## src/rtl/gpu_pkg.sv

```systemverilog
// Shared encodings for the core FSM and the instruction fetch stage.
// Used by pc, instr_fetcher and decoder so all agree on state values.
package gpu_pkg;

    localparam logic [2:0] CORE_IDLE    = 3'b000;
    localparam logic [2:0] CORE_FETCH   = 3'b001;
    localparam logic [2:0] CORE_DECODE  = 3'b010;
    localparam logic [2:0] CORE_REQUEST = 3'b011;
    localparam logic [2:0] CORE_WAIT    = 3'b100;
    localparam logic [2:0] CORE_EXECUTE = 3'b101;
    localparam logic [2:0] CORE_UPDATE  = 3'b110;
    localparam logic [2:0] CORE_DONE    = 3'b111;

    typedef enum logic [2:0] {
        FS_IDLE     = 3'b000,
        FS_FETCHING = 3'b001,
        FS_FETCHED  = 3'b010,
        FS_ERROR    = 3'b011
    } fetcher_state_t;

endpackage

```

## src/rtl/fetch_hit_buffer.sv

```systemverilog
// Single-entry tag/data buffer remembering the last word returned by memory.
// Lookup is combinational so a hit can complete in the same cycle as FETCH.
module fetch_hit_buffer #(
    parameter int ADDR_BITS = 8,
    parameter int DATA_BITS = 16
) (
    input  logic                 clk,
    input  logic                 reset,
    input  logic                 wr_en,
    input  logic [ADDR_BITS-1:0] wr_tag,
    input  logic [DATA_BITS-1:0] wr_data,
    input  logic [ADDR_BITS-1:0] lookup_tag,
    output logic                 hit,
    output logic [DATA_BITS-1:0] rd_data
);

    logic                 valid_q;
    logic [ADDR_BITS-1:0] tag_q;
    logic [DATA_BITS-1:0] data_q;

    // NOTE: only the valid bit needs reset; tag/data are never used while it is
    // clear, so they live in a reset-free process and stay plain flops.
    always_ff @(posedge clk) begin
        if (!reset) begin
            valid_q <= 1'b0;
        end else if (wr_en) begin
            valid_q <= 1'b1;
        end
    end

    always_ff @(posedge clk) begin
        if (wr_en) begin
            tag_q  <= wr_tag;
            data_q <= wr_data;
        end
    end

    assign hit     = valid_q && (tag_q == lookup_tag);
    assign rd_data = data_q;

endmodule

```

## src/rtl/instr_fetcher.sv

```systemverilog
// Instruction fetch stage: valid/ready read of program memory, single-entry
// hit buffer for repeated PCs, and a sticky watchdog for a silent memory.
module instr_fetcher
    import gpu_pkg::*;
#(
    parameter int PROGRAM_MEM_ADDR_BITS = 8,
    parameter int PROGRAM_MEM_DATA_BITS = 16,
    parameter int TIMEOUT_CYCLES        = 64
) (
    input  logic                             clk,
    input  logic                             reset,
    input  logic [2:0]                       core_state,
    input  logic [PROGRAM_MEM_ADDR_BITS-1:0] current_pc,
    output logic                             mem_read_valid,
    output logic [PROGRAM_MEM_ADDR_BITS-1:0] mem_read_address,
    input  logic                             mem_read_ready,
    input  logic [PROGRAM_MEM_DATA_BITS-1:0] mem_read_data,
    output logic [2:0]                       fetcher_state,
    output logic [PROGRAM_MEM_DATA_BITS-1:0] instruction,
    output logic                             fetch_timeout
);

    localparam int CNT_W = (TIMEOUT_CYCLES > 0) ? $clog2(TIMEOUT_CYCLES + 1) : 1;
    localparam logic [CNT_W-1:0] TIMEOUT_LIM = CNT_W'(TIMEOUT_CYCLES);

    fetcher_state_t                   state_q, state_d;
    logic                             valid_q, valid_d;
    logic [PROGRAM_MEM_ADDR_BITS-1:0] addr_q, addr_d;
    logic [PROGRAM_MEM_DATA_BITS-1:0] instr_q, instr_d;
    logic [CNT_W-1:0]                 cnt_q, cnt_d, cnt_inc;
    logic                             timeout_q, timeout_d;

    logic                             buf_hit;
    logic                             buf_wr;
    logic [PROGRAM_MEM_DATA_BITS-1:0] buf_data;

    fetch_hit_buffer #(
        .ADDR_BITS (PROGRAM_MEM_ADDR_BITS),
        .DATA_BITS (PROGRAM_MEM_DATA_BITS)
    ) u_hit_buffer (
        .clk        (clk),
        .reset      (reset),
        .wr_en      (buf_wr),
        .wr_tag     (addr_q),
        .wr_data    (mem_read_data),
        .lookup_tag (current_pc),
        .hit        (buf_hit),
        .rd_data    (buf_data)
    );

    assign cnt_inc = (cnt_q == {CNT_W{1'b1}}) ? cnt_q : cnt_q + 1'b1;

    // NOTE: every output of this block gets a default first, so no branch can
    // leave a signal unassigned and infer a latch.
    always_comb begin
        state_d   = state_q;
        valid_d   = valid_q;
        addr_d    = addr_q;
        instr_d   = instr_q;
        cnt_d     = cnt_q;
        timeout_d = timeout_q;
        buf_wr    = 1'b0;

        unique case (state_q)
            FS_IDLE: begin
                if (core_state == CORE_FETCH) begin
                    if (buf_hit) begin
                        instr_d = buf_data;
                        state_d = FS_FETCHED;
                    end else begin
                        valid_d = 1'b1;
                        addr_d  = current_pc;
                        cnt_d   = '0;
                        state_d = FS_FETCHING;
                    end
                end
            end
            FS_FETCHING: begin
                // A response always beats the watchdog firing in the same cycle.
                if (mem_read_ready) begin
                    instr_d = mem_read_data;
                    buf_wr  = 1'b1;
                    valid_d = 1'b0;
                    state_d = FS_FETCHED;
                end else begin
                    cnt_d = cnt_inc;
                    if (TIMEOUT_CYCLES != 0 && cnt_inc == TIMEOUT_LIM) begin
                        valid_d   = 1'b0;
                        timeout_d = 1'b1;
                        state_d   = FS_ERROR;
                    end
                end
            end
            FS_FETCHED: begin
                if (core_state == CORE_DECODE) begin
                    state_d = FS_IDLE;
                end
            end
            FS_ERROR: begin
                valid_d = 1'b0;
            end
            default: begin
                state_d = FS_IDLE;
                valid_d = 1'b0;
            end
        endcase
    end

    // NOTE: sequential state uses non-blocking assignments only, so every flop
    // samples the pre-edge value of every other flop.
    always_ff @(posedge clk) begin
        if (!reset) begin
            state_q   <= FS_IDLE;
            valid_q   <= 1'b0;
            addr_q    <= '0;
            instr_q   <= '0;
            cnt_q     <= '0;
            timeout_q <= 1'b0;
        end else begin
            state_q   <= state_d;
            valid_q   <= valid_d;
            addr_q    <= addr_d;
            instr_q   <= instr_d;
            cnt_q     <= cnt_d;
            timeout_q <= timeout_d;
        end
    end

    assign mem_read_valid   = valid_q;
    assign mem_read_address = addr_q;
    assign fetcher_state    = state_q;
    assign instruction      = instr_q;
    assign fetch_timeout    = timeout_q;

endmodule

```

## config.mk

```make
export PLATFORM = sky130hd
export DESIGN_NAME = instr_fetcher
export DESIGN_NICKNAME = d
export VERILOG_FILES = /design/src/rtl/gpu_pkg.sv /design/src/rtl/fetch_hit_buffer.sv /design/src/rtl/instr_fetcher.sv
export SDC_FILE = /design/constraint.sdc
export NUM_CORES = 1
export LEC_CHECK = 0
export BUFFER_PORTS_ARGS = -buffer_cell sky130_fd_sc_hd__buf_2
export CAP_MARGIN = 20
export CORE_ASPECT_RATIO = 0.5
export CORE_MARGIN = 2
export CORE_UTILIZATION = 50
export CTS_CLUSTER_DIAMETER = 50
export DETAILED_ROUTE_END_ITERATION = 7
export GPL_TIMING_DRIVEN = 0
export PLACE_DENSITY = 0.84
export SETUP_SLACK_MARGIN = 0.3
export SLEW_MARGIN = 20
export SYNTH_ARGS = -nofsm -noshare
export SYNTH_HDL_FRONTEND = slang
export SYNTH_SLANG_ARGS = --single-unit
```

## constraint.sdc

```tcl
create_clock -name clk -period 2.7 [get_ports clk]
set_clock_uncertainty 0.15 [all_clocks]
set_input_delay 0.54 -clock clk [delete_from_list [all_inputs] [get_ports clk]]
set_output_delay 0.54 -clock clk [all_outputs]
set_load 0.05 [all_outputs]
```

==> results.md <==
- Syn Inst Count: approximately 250
- Port bufs: 56
- Worst min path class: input pin to register
- Status: finished, final reports clean
- WL final: a little over 6000 um
- Worst vdd ir: around 0.38 mV
- Placeable Area: between 5000 and 6000 sq um
- Slew HR: 0.533
- Lkg Pwr: around 1.6 nW
- DRC: 0
- Tcrit/Tclk final: 0.835
- CP Capture Type: register
- Vias in the first global route: 2102
- RD Place Congestion: between 0.7 and 0.8
- CTS Buffer Depth: 2
- Final Non-Filler Cells: roughly 390
- First-pass GRT wire length: just under 10000 um
- Max Slew Vio Count: 0
- Post-Syn Area per Cell: approximately 11 sq um
- Clock Latency Late Sink: roughly 0.33 ns
- Die X-Extent: ~110 um
- Synth Flop Type: dfxtp_1
- Power density over the cells: roughly 610 nW/um^2
- CP max FO: 10
- Largest net degree at the start of global routing: 34
- # H-tree levels: 3
- Critical path class: register to register
- Area Overhead vs Synth: 22.8%
- Total gr overflow: 0
- # clock sinks: 60
- WHS Path Cells: 1
- Top-area cell type share of the netlist area: 0.272
- Synth cell types: 46
- Final worst slack: around 0.45 ns
- Starting density of the core: 0.528
- Slew @ Worst Pin: around 0.7 ns
- Setup WS pre-CTS: approximately 0.11 ns
- Number of buffers created by CTS: 9
- CTS tree: done
- Vias/cell: roughly 5.6
- Fmax achieved: 444 MHz
- Min Clock Period, post-route: about 2.3 ns
- Detailed router's first-iteration violation count: between 100 and 150
- Post-CTS Hold Fix Bufs: 0
- Total of max-cap violations: 0
- Inst Count DP: ~370
- #FFs+latches synth: 60
- Synth top area cells: dfxtp_1 (27%), edfxtp_1 (27%), o211a_1 (6.4%)
- Reg2reg path depth: 8
- Final Hold Viols: 0
- CP arrival: 2.38 ns
- CTS Root Cell: clkbuf_8
- EDFF count, synth: 24
- Async S/R FF share, synth: 0
- RSZ-0062 raised after global routing: no
- Net count after synthesis: roughly 280
- Cell Area, Synth: about 2700 sq um
- DP HPWL: between 4000 and 5000 um
- Fin nets: 343
- CP required: between 2 and 3 ns
- Clk pin slew, worst setup/hold paths: 0.07 ns
- Area leader, netlist: dfxtp_1
- Final setup vio count: 0
- Layout cell share with drive strength beyond 1: 0.284
- Initial antenna violation count: 0
- Drt first pass iters: 4
- Setup_tns: 0 ns
- WL per Instance: roughly 16 um
- Rows: 18
- Die Ht: approximately 55 um
- Tot GR Track Use: 0.211
- Via count: roughly 2200
- Register area share after synthesis: 0.544
- Postcts setup bufs: 0
- Crit path launch type: register
- Detail Route Antenna Nets: 0
- IO Pins: 59
- Die footprint: around 5900 sq um
- Syn. warnings: 0
- Antenna diode count: 0
-- power breakdown --
| group | total (mW) | internal (mW) | switching, mW |
|---|---|---|---|
| Sequential | 0.985 | 0.968 | 0.0170 |
| Combinational | 0.206 | 0.0674 | 0.139 |
| Clock | 0.811 | 0.474 | 0.337 |
| Total | 2.00 | 1.51 | 0.493 |
-- synth_stat cells (all sizes together), types with 2 or more instances --
library cell / instances
and4: 4
nor2: 9
or3: 3
and3: 2
and2: 2
xnor2: 2
a31oi: 2
mux2i: 16
o21a: 2
a21boi: 3
dfxtp: 36
o211a: 17
nand2b: 2
edfxtp: 24
nor4: 2
o21ai: 32
nand3: 13
xor2: 7
clkbuf: 11
nand4: 3
nand2: 15
a21oi: 5
buf: 7
nor3: 3
inv: 5
nor4b: 2
-- through the flow --
stage	power [mW]	hold WS [ns]	area (sq um)	util
global placement	1.20	0.286	3020	0.601
floorplan	1.14	0.297	2650	-
global route	2.07	0.239	3260	0.648
detailed placement	1.21	0.287	3020	0.601
CTS	2.01	0.232	3230	0.643
finish	2.00	0.244	3260	0.648
-- routing by layer --
layer  vias up  wire length, um  GRT usage
met2        89             2960      0.340
met5         -                0          0
li1       1049                -          -
met3        12              393     0.0626
met4         0               74     0.0909
met1      1014             2610      0.264
-- critical path: stages, from the launching register on --
cell and delay (ns):
edfxtp_1 0.38, xor2_1 0.15, nor3_1 0.50, and4_1 0.32, buf_4 0.16, or2_2 0.12, buf_6 0.12, buf_6 0.14
o211a_1 0.15
-- layout make-up --
| cell class | instances | area (sq um) |
|---|---|---|
| repair buffers | 56 | 280 |
| inverters | 5 | 18.8 |
| well taps | 70 | 87.6 |
| multi-input cells | 162 | 1130 |
| clock buffers | 12 | 155 |
| fillers | 388 | 1770 |
| plain buffers | 18 | 97.6 |
| flip-flops and latches | 60 | 1440 |
| clock inverters | 4 | 47.5 |
-- worst paths after layout --
check | startpoint | endpoint | slack, ns
setup / recovery | u_hit_buffer.tag_q[3] | instruction[9] | 0.45
hold / removal | mem_read_data[12] | u_hit_buffer.rd_data[12] | 0.24
setup reg to reg | u_hit_buffer.tag_q[3] | instruction[9] | 0.45
hold reg to reg | mem_read_address[6] | u_hit_buffer.tag_q[6] | 0.31
-- kinds of logic (layout without fill, tap and decap cells) --
group | after synthesis | count (layout) | share of synthesized area
other | 1 | 1 | 0.00141
adder cells (fa/ha/maj) | 1 | 1 | 0.00472
flip-flops | 60 | 60 | 0.544
AO/OA/AOI/OAI | 70 | 70 | 0.181
AND/OR/NAND/NOR | 64 | 64 | 0.133
XOR/XNOR | 9 | 9 | 0.0297
multiplexers | 17 | 17 | 0.0647
buffers and inverters | 23 | 95 | 0.0420
-- state kept, by name (all words and copies together), names as in the netlist --
signal / count
mem_read_valid: 1
mem_read_address: 8
instruction: 16
fetch_timeout: 1
fetcher_state: 2
u_hit_buffer.valid_q: 1
u_hit_buffer.rd_data: 16
cnt_q: 7
u_hit_buffer.tag_q: 8
-- timing repair --
action,in CTS,in global routing
hold endpoints to repair,0,0
pin swaps,0,1
resized for setup,2,8
setup endpoints to repair,11,15
-- cell usage in the layout (no fill, tap or decap), drive strengths merged, types with 3 or more instances in the layout --
cell,instances
o211a,17
o21ai,32
or3,3
nand2,15
edfxtp,24
a21boi,3
nor2,9
inv,5
xor2,7
a21oi,5
mux2i,16
and4,4
buf,64
nor3,3
clkbuf,22
dfxtp,36
nand4,3
nand3,13
Note: power is estimated with default switching activity, not from simulation.
